===== src/rtl/div_unit.sv =====
// div_unit -- multi-cycle radix-2 restoring divider for DIV/DIVU.
//
// The divider takes its operands when a request is accepted. It then
// performs one quotient bit per clock and presents {remainder, quotient}
// with a ready flag. Signed division works on magnitudes, and the signs
// are fixed up in the final cycle. A zero divisor skips the iterations
// and returns zero.
//
// Ports:
//   clk           system clock, all state updates on the rising edge
//   rst           asynchronous reset, active-low
//   signed_div_i  1 = two's-complement division, 0 = unsigned
//   opdata1_i     dividend, sampled only when a request is accepted
//   opdata2_i     divisor, sampled only when a request is accepted
//   start_i       request; the requester holds it until it has consumed ready_o
//   annul_i       abort an in-flight division, and block acceptance while high
//   result_o      {remainder, quotient}, registered
//   ready_o       result_o valid, registered
module div_unit #(
  parameter int WIDTH = 32
) (
  input  logic                 clk,
  input  logic                 rst,
  input  logic                 signed_div_i,
  input  logic [WIDTH-1:0]     opdata1_i,
  input  logic [WIDTH-1:0]     opdata2_i,
  input  logic                 start_i,
  input  logic                 annul_i,
  output logic [2*WIDTH-1:0]   result_o,
  output logic                 ready_o
);

  localparam int CW = $clog2(WIDTH + 1);

  typedef enum logic [1:0] {FREE, BY_ZERO, ON, END} state_t;

  state_t               state_reg,   state_next;
  logic [CW-1:0]        cnt_reg,     cnt_next;
  logic [2*WIDTH:0]     work_reg,    work_next;
  logic [WIDTH-1:0]     divisor_reg, divisor_next;
  logic                 signed_reg,  signed_next;
  logic                 sign1_reg,   sign1_next;
  logic                 sign2_reg,   sign2_next;
  logic [2*WIDTH-1:0]   result_reg,  result_next;
  logic                 ready_reg,   ready_next;

  // Datapath helpers
  logic [WIDTH:0]       minuend;
  logic [WIDTH-1:0]     op1_abs, op2_abs;
  logic [WIDTH-1:0]     quot, rem, quot_fix, rem_fix;

  always_comb begin
    // A partial remainder is below the divisor, so the shifted remainder is
    // below 2*divisor. A W+1-bit difference therefore never overflows, and
    // its top bit is a correct "negative" flag.
    minuend  = work_reg[2*WIDTH:WIDTH] - {1'b0, divisor_reg};
    op1_abs  = (signed_div_i && opdata1_i[WIDTH-1]) ? -opdata1_i : opdata1_i;
    op2_abs  = (signed_div_i && opdata2_i[WIDTH-1]) ? -opdata2_i : opdata2_i;
    quot     = work_reg[WIDTH-1:0];
    rem      = work_reg[2*WIDTH:WIDTH+1];
    // The quotient takes the XOR of the operand signs.
    // The remainder follows the dividend's sign.
    quot_fix = (signed_reg && (sign1_reg ^ sign2_reg)) ? -quot : quot;
    rem_fix  = (signed_reg && sign1_reg) ? -rem : rem;
  end

  always_comb begin
    state_next   = state_reg;
    cnt_next     = cnt_reg;
    work_next    = work_reg;
    divisor_next = divisor_reg;
    signed_next  = signed_reg;
    sign1_next   = sign1_reg;
    sign2_next   = sign2_reg;
    result_next  = result_reg;
    ready_next   = ready_reg;

    case (state_reg)
      FREE: begin
        ready_next  = 1'b0;
        result_next = '0;
        if (start_i && !annul_i) begin
          if (opdata2_i == '0) begin
            state_next = BY_ZERO;
          end else begin
            state_next   = ON;
            divisor_next = op2_abs;
            signed_next  = signed_div_i;
            sign1_next   = opdata1_i[WIDTH-1];
            sign2_next   = opdata2_i[WIDTH-1];
            work_next    = {{WIDTH{1'b0}}, op1_abs, 1'b0};
            cnt_next     = '0;
          end
        end
      end

      BY_ZERO: begin
        work_next   = '0;
        result_next = '0;
        ready_next  = 1'b1;
        state_next  = END;
      end

      ON: begin
        if (annul_i) begin
          state_next  = FREE;
          ready_next  = 1'b0;
          result_next = '0;
        end else if (cnt_reg != CW'(WIDTH)) begin
          // Restoring step: keep the subtraction only when it does not go negative.
          if (minuend[WIDTH])
            work_next = {work_reg[2*WIDTH-1:0], 1'b0};
          else
            work_next = {minuend[WIDTH-1:0], work_reg[WIDTH-1:0], 1'b1};
          cnt_next = cnt_reg + CW'(1);
        end else begin
          result_next = {rem_fix, quot_fix};
          ready_next  = 1'b1;
          state_next  = END;
        end
      end

      END: begin
        // Only the requester's release ends the handshake. annul_i has no effect here.
        if (!start_i) begin
          state_next  = FREE;
          ready_next  = 1'b0;
          result_next = '0;
        end
      end

      default: state_next = FREE;
    endcase
  end

  always_ff @(posedge clk or negedge rst) begin
    if (!rst) begin
      state_reg   <= FREE;
      cnt_reg     <= '0;
      work_reg    <= '0;
      divisor_reg <= '0;
      signed_reg  <= 1'b0;
      sign1_reg   <= 1'b0;
      sign2_reg   <= 1'b0;
      result_reg  <= '0;
      ready_reg   <= 1'b0;
    end else begin
      state_reg   <= state_next;
      cnt_reg     <= cnt_next;
      work_reg    <= work_next;
      divisor_reg <= divisor_next;
      signed_reg  <= signed_next;
      sign1_reg   <= sign1_next;
      sign2_reg   <= sign2_next;
      result_reg  <= result_next;
      ready_reg   <= ready_next;
    end
  end

  assign result_o = result_reg;
  assign ready_o  = ready_reg;

endmodule


===== config.mk =====
export PLATFORM = sky130hd
export DESIGN_NAME = div_unit
export DESIGN_NICKNAME = d
export VERILOG_FILES = /design/src/rtl/div_unit.sv
export SDC_FILE = /design/constraint.sdc
export NUM_CORES = 1
export LEC_CHECK = 0
export BUFFER_PORTS_ARGS = -buffer_cell sky130_fd_sc_hd__buf_2
export CAP_MARGIN = 20
export CORE_MARGIN = 1
export CORE_UTILIZATION = 60
export CTS_CLUSTER_DIAMETER = 30
export CTS_CLUSTER_SIZE = 25
export DETAILED_ROUTE_END_ITERATION = 8
export PLACE_DENSITY_LB_ADDON = 0.2
export SYNTH_ARGS = -nofsm -noshare
export SYNTH_HDL_FRONTEND = slang
export SYNTH_SLANG_ARGS = --single-unit

===== constraint.sdc =====
create_clock -name clk -period 3.6 [get_ports clk]
set_input_delay 0.36 -clock clk [delete_from_list [all_inputs] [get_ports clk]]
set_output_delay 0.36 -clock clk [all_outputs]
set_load 0.01 [all_outputs]

==> results.md, run 1 <==
- Crit-path max FO: 14
- Overall Power: about 0.0086 W
- H-Tree Depth: 4
- Clk sink count: ~170
- # IOs: 134
- Mapped Cells: 1,416
- Mean post-synth cell area: 8.37 µm²
- Die ar.: just over 0.02 mm²
- # resized after CTS: 0
- DIE HEIGHT: 143 µm
- Clock transition at path regs: approximately 0.070 ns
- Setup TNS: 0 ns
- Vias/cell: around 6
- Worst Setup Slack post-DPL: between 0.2 and 0.25 ns
- Worst IR Drop VDD: slightly above 0.0004 V
- DP Wirelength: around 23,000 µm
- DRT Pass-1 Iters: 5
- Die width: 143 µm
- Clock buffer depth: 2
- Placed Cells: ~1,800
- Worst-Skew Late Latency: 0.43 ns
- Hold Path Class: in2async
- Number of remaining DRC errors: 0
- Commonest non-fill, non-tap cell in the layout: nand2_1
- Worst slew pin tran: roughly 0.87 ns
- Port bufs: 133
- Avg WL per Cell: ~17 µm
- Pin count of the biggest net entering global routing: 94
- Critical path type: reg2reg
- Area grow syn2layout: 12.8%
- Number of global-route vias before repair: between 9,000 and 10,000
- Required @ worst endpoint: between 3 and 4 ns
- Final antenna-violating net count: 0
- Core box area: a little under 0.02 mm²
- Asr flop ratio synth: between 90% and 100%
- Fillers: between 1,500 and 2,000
- Setup crit start kind: flop
- Post-synthesis sequential area ratio: a little over a third
- Unrepaired setup endpoints after global routing: no
- Ys flop type: dfrtp_1
- Synth Net Count: between 1,500 and 2,000
- Placer Congestion: 0.914
- Leakage Power: around 6.0 nW
- Crit. End Element: flop
- Remaining global-route overflow: 0
- Worst hold margin: -0.0143 ns
- Fraction of layout cells with a size suffix above 1: between 10% and 20%
- Finished Layout Cells: between 1,500 and 2,000
- Max-slew headroom: around 42%
- Register area: approximately 0.0043 mm²
- TritonCTS buffer count: 17
- Pwr dens: ~640 mW/mm²
- YS warnings: 0
- Fin crit period: between 3 and 4 ns
- Max FFs per register: 65
- Final hold vios: 10
- Area of the multi-input gates: approximately 0.0070 mm²
- Diodes inserted: 0
- Final Worst Setup Slack: between 0.15 and 0.2 ns
- Slew Viols, Final: 0
- Status: finished with violations
- Post-CTS setup buffer count: 0
- Initial antenna violation count: 0
- CTS tree: yes
- Max Cap Viol: 0
- Row Count: between 50 and 60
- Commonest non-fill, non-tap cells in the layout: nand2_1 (184), dfrtp_1 (173), o21ai_0 (169)
- Mapped Area: approximately 0.012 mm²
- Failing checks: hold timing
- First-pass GRT wire length: between 40,000 and 50,000 µm
- Clock Skews: approximately 0.0097 ns
- Fin nets: 1,626
- Post-synth cell types: 79
- Arr. time, crit path: 3.75 ns
- Setup Viol. Count Final: 0
- Final worst path period share: 95.6%
- Vias: around 11,000
- Post-synth EDFFs: 0
- Initial core utilization: 61.1%
- Max Freq: ~0.29 GHz
- Routed WL: 29,900 µm
- DRC violation total after the first TritonRoute iteration: just under 700
- Hold_buf cts: 0
- Root buf cell: clkbuf_16
- Post-synthesis register bit count: about 170
- GRT Resource Usage Total: ~30%
==> cell families (layout without fill, tap and decap cells) <==
| logic type | Yosys count | after routing | share of synthesized area, % |
|---|---|---|---|
| adders and majority gates | 44 | 44 | 4.71 |
| DFF | 173 | 173 | 36.5 |
| xor gates and xnor gates | 139 | 139 | 10.3 |
| AOI/OAI and AO/OA | 440 | 440 | 23.2 |
| buffers and inverters | 138 | 248 | 4.88 |
| and+or+nand+nor | 475 | 475 | 19.7 |
| muxes | 7 | 7 | 0.634 |
==> final cells by class <==
type | count | share of cell area [%]
well taps | 265 | 2.48
multi-input cells | 1105 | 52.1
clock buffers | 21 | 3.52
inverters | 60 | 1.68
repair buffers | 156 | 6.79
clock inverters | 11 | 1.00
flip-flops and latches | 173 | 32.4
==> Yosys cell counts, types with 4 or more instances <==
library cell / n / area [µm²]
or3_1: 15 / 93.8
nor2_1: 82 / 308
ha_1: 43 / 538
nand2b_1: 15 / 93.8
o31ai_1: 16 / 120
o211ai_1: 10 / 75.1
inv_1: 60 / 225
buf_1: 8 / 30.0
nand2_1: 185 / 694
a21oi_1: 97 / 485
and3_1: 18 / 113
buf_2: 12 / 60.1
buf_6: 4 / 45.0
a31oi_1: 19 / 119
mux2_2: 4 / 45.0
nand4b_1: 4 / 35.0
a32oi_1: 10 / 87.6
o21ai_0: 169 / 846
buf_4: 4 / 30.0
o21ai_1: 6 / 30.0
nor4_1: 16 / 100
a211oi_1: 4 / 30.0
nand4_1: 11 / 68.8
nor3_1: 35 / 175
a221o_1: 13 / 130
xnor2_1: 77 / 674
a221oi_1: 4 / 35.0
nand3_1: 41 / 205
nand3b_1: 8 / 60.1
and2_1: 13 / 81.3
a21o_1: 15 / 113
o221ai_1: 4 / 35.0
or4_1: 9 / 67.6
clkbuf_1: 50 / 188
o41ai_1: 10 / 87.6
dfrtp_1: 173 / 4330
o21bai_1: 5 / 37.5
xor2_1: 62 / 543
a22oi_1: 24 / 180
==> worst paths after layout <==
path / from / to / slack, ns / depth (start not counted)
max: work_reg[59] / work_reg[47] / 0.16 / 10
min: rst / result_o[4] / -0.01 / 1
max reg2reg: work_reg[59] / work_reg[47] / 0.16 / 10
min reg2reg: result_o[26] / result_o[26] / 0.47 / 2
max in group asynchronous: rst / work_reg[29] / 2.80 / 2
min in group clk: opdata2_i[11] / divisor_reg[11] / 0.24 / 4
==> metal layers <==
metal | vias up | wire length (µm) | part of all wire (%) | track usage (%)
met1 | 5135 | 12800 | 43 | 38.5
met2 | 443 | 14700 | 49 | 52.2
met4 | 0 | 573 | 1.9 | 10.4
met5 | - | 0 | 0 | 0
met3 | 57 | 1860 | 6.2 | 4.31
li1 | 5286 | - | - | -
==> report_power, final <==
part	switching (W)	leakage, nW	total, W	internal (W)
Sequential	0.000369	2.30	0.00271	0.00234
Combinational	0.00257	3.43	0.00400	0.00143
Clock	0.000786	0.294	0.00187	0.00109
Total	0.00372	6.02	0.00858	0.00486
==> critical path, stage by stage (launching register included) <==
cell and delay (ns):
dfrtp_1 0.47, ha_1 0.42, a2111oi_0 0.45, o21ai_0 0.16
a31o_1 0.23, a21oi_1 0.16, o21ai_1 0.15, o21ai_2 0.51
buf_4 0.25, nand2_1 0.18, a221o_1 0.35
==> metrics by stage <==
stage / area (µm²) / util, %
2_1_floorplan: 11800 / -
3_3_place_gp: 12800 / 65.8
3_5_place_dp: 12800 / 65.8
4_1_cts: 13400 / 68.9
5_1_grt: 13400 / 68.9
6_report: 13400 / 68.9
No activity file was read; power rests on OpenSTA's default activity.
==> run 2: changes to the inputs <==
- BUFFER_PORTS_ARGS: -buffer_cell sky130_fd_sc_hd__buf_2 -> default
- DONT_BUFFER_PORTS: default -> 1
==> results.md, run 2 (synthesis results as in run 1) <==
- Register share of total power: about a third
- Max Freq: 0.295 GHz
- Clock Skews: 0.00748 ns
- Cell mode on critical path: a21o_1
- Arr. time, crit path: 3.70 ns
- Initial core utilization: between 60 and 70%
- Root buf cell: clkbuf_16
- Setup crit start kind: flop
- Fraction of layout cells with a size suffix above 1: ~6.1%
- Core box area: approximately 0.019 mm²
- DRT Pass-1 Iters: 6
- Pint: between 0.004 and 0.005 W
- H-Tree Depth: 4
- Placer Congestion: between 0.9 and 1
- Number of global-route vias before repair: 9,779
- Area of the multi-input gates: 0.00697 mm²
- Area grow syn2layout: 6.66%
- Pwr dens: ~660 mW/mm²
- Required @ worst endpoint: ~4 ns
- Net Sw Frac: around 43%
- Commonest non-fill, non-tap cells in the layout: nand2_1 (185), dfrtp_1 (173), o21ai_0 (169)
- # IOs: about 130
- Row Count: just over 50
- Critical path type: reg2reg
- DRC violation total after the first TritonRoute iteration: between 700 and 800
- Die width: between 100 and 150 µm
- Final hold vios: about 170
- Fin nets: ~1,500
- Worst-Skew Late Latency: 0.43 ns
- Vias: approximately 10,000
- Setup TNS: 0 ns
- Crit path cell chain: inv_1 > ha_1 > fa_1 > nand2b_1 > a21o_1 > a2111o_1 > a21o_1 > a21boi_2 > or3_1 > nand2_1 > a221o_1
- TritonCTS buffer count: 17
- Slowest cell on the critical path: a2111o_1
- Initial antenna violation count: 1
- Top delay family on crit path: compound AO/OA/AOI/OAI gates
- Worst IR Drop VDD: approximately 0.00045 V
- Unrepaired setup endpoints after global routing: no
- Psw: 0.00364 W
- Max FFs per register: between 60 and 70
- Routed WL: about 29,000 µm
- DP Wirelength: about 22,000 µm
- Clock transition at path regs: approximately 0.07 ns
- Crit-path max FO: 16
- Number of remaining DRC errors: 0
- Register area: roughly 0.0043 mm²
- Max Cap Viol: 0
- Diodes inserted: 0
- Worst slew pin tran: 0.775 ns
- Final worst path period share: about 94%
- Clk sink count: 173
- Fin crit period: roughly 3.4 ns
- Overall Power: 0.00840 W
- Failing checks: hold timing
- Crit path largest cell delay: between 0.4 and 0.5 ns
- Clock buffer depth: 2
- Post-layout util: between 60% and 70%
- GRT Resource Usage Total: 29.7%
- Port bufs: 0
- Pin count of the biggest net entering global routing: 174
- Die ar.: between 0.02 and 0.025 mm²
- Post-CTS setup buffer count: 0
- Final antenna-violating net count: 0
- Remaining global-route overflow: 0
- Hold Path Class: in2async
- Slew Viols, Final: 0
- DIE HEIGHT: about 140 µm
- Leakage Power: 5.36 nW
- Avg WL per Cell: 17.6 µm
- Clock share of power: 22.2%
- First-pass GRT wire length: between 40,000 and 50,000 µm
- CTS tree: yes
- Vias/cell: a little over 6
- Setup Viol. Count Final: 0
- Crit. End Element: flop
- Max-slew headroom: a little under half
- CP bufs+invs: 1
- Commonest non-fill, non-tap cell in the layout: nand2_1
- Combinational Power Share: between 40% and 50%
- Status: finished with violations
- Fillers: 1,679
- Worst hold margin: -0.380 ns
-- run 2: changes by cell type in the layout (fill, tap and decap cells not counted), moves of 2 or more --
cell and delta:
buf_12 -2, buf_2 -132, clkbuf_8 -3, clkinv_4 -4
inv_6 +4
-- run 2: final timing paths --
path,start,to,slack [ns],cells after the start
min reg2reg,divisor_reg[24],divisor_reg[24],0.48,2
max reg2reg,work_reg[32],work_reg[43],0.21,11
min,rst,result_o[4],-0.38,0
min in group clk,opdata2_i[31],divisor_reg[31],0.07,1
max,work_reg[32],work_reg[43],0.21,11
max in group asynchronous,rst,work_reg[37],3.60,0
-- run 2: power by group through the flow --
stage / registers (W) / clock network [W] / logic, W
4_1_cts: 0.00273 / 0.00187 / 0.00378
5_1_grt: 0.00280 / 0.00196 / 0.00426
3_5_place_dp: 0.00276 / 0 / 0.00375
3_3_place_gp: 0.00273 / 0 / 0.00369
6_report: 0.00273 / 0.00186 / 0.00381
2_1_floorplan: 0.00264 / 0 / 0.00304
-- run 2: per-stage QoR --
stage	cell area, µm²	worst slack [ns]	instances
finish	12600	0.212	1656
floorplan	11800	0.632	1416
detailed placement	12100	0.287	1624
global route	12600	0.0641	1656
CTS	12600	0.259	1656
global placement	12100	0.396	1624
-- run 2: repair_timing --
item	in CTS	in global routing
resized for setup	0	1
endpoints found under the hold margin	173	173
endpoints found under the setup margin	0	1
-- run 2: worst register-to-register path: cells and delay by family (launching register included) --
family,cells,cell delay (ns)
compound gates,5,1.55
fa+ha+maj,2,0.62
buf+inv,1,0.06
flops,1,0.37
simple gates,3,0.67
-- run 2: final cells by class --
cell class	count	share of cell area, %
flip-flops and latches	173	34.3
repair buffers	21	1.54
multi-input cells	1105	55.1
clock inverters	14	1.25
inverters	60	1.78
clock buffers	18	3.40
well taps	265	2.62
-- run 2: layer usage --
| layer | share of wire, % | up-vias | global-route usage [%] |
|---|---|---|---|
| met1 | 43 | 4843 | 38.2 |
| met3 | 7.7 | 66 | 6.06 |
| met5 | 0.045 | - | 0 |
| met4 | 2.7 | 2 | 11.4 |
| met2 | 46 | 397 | 49.0 |
| li1 | - | 5024 | - |
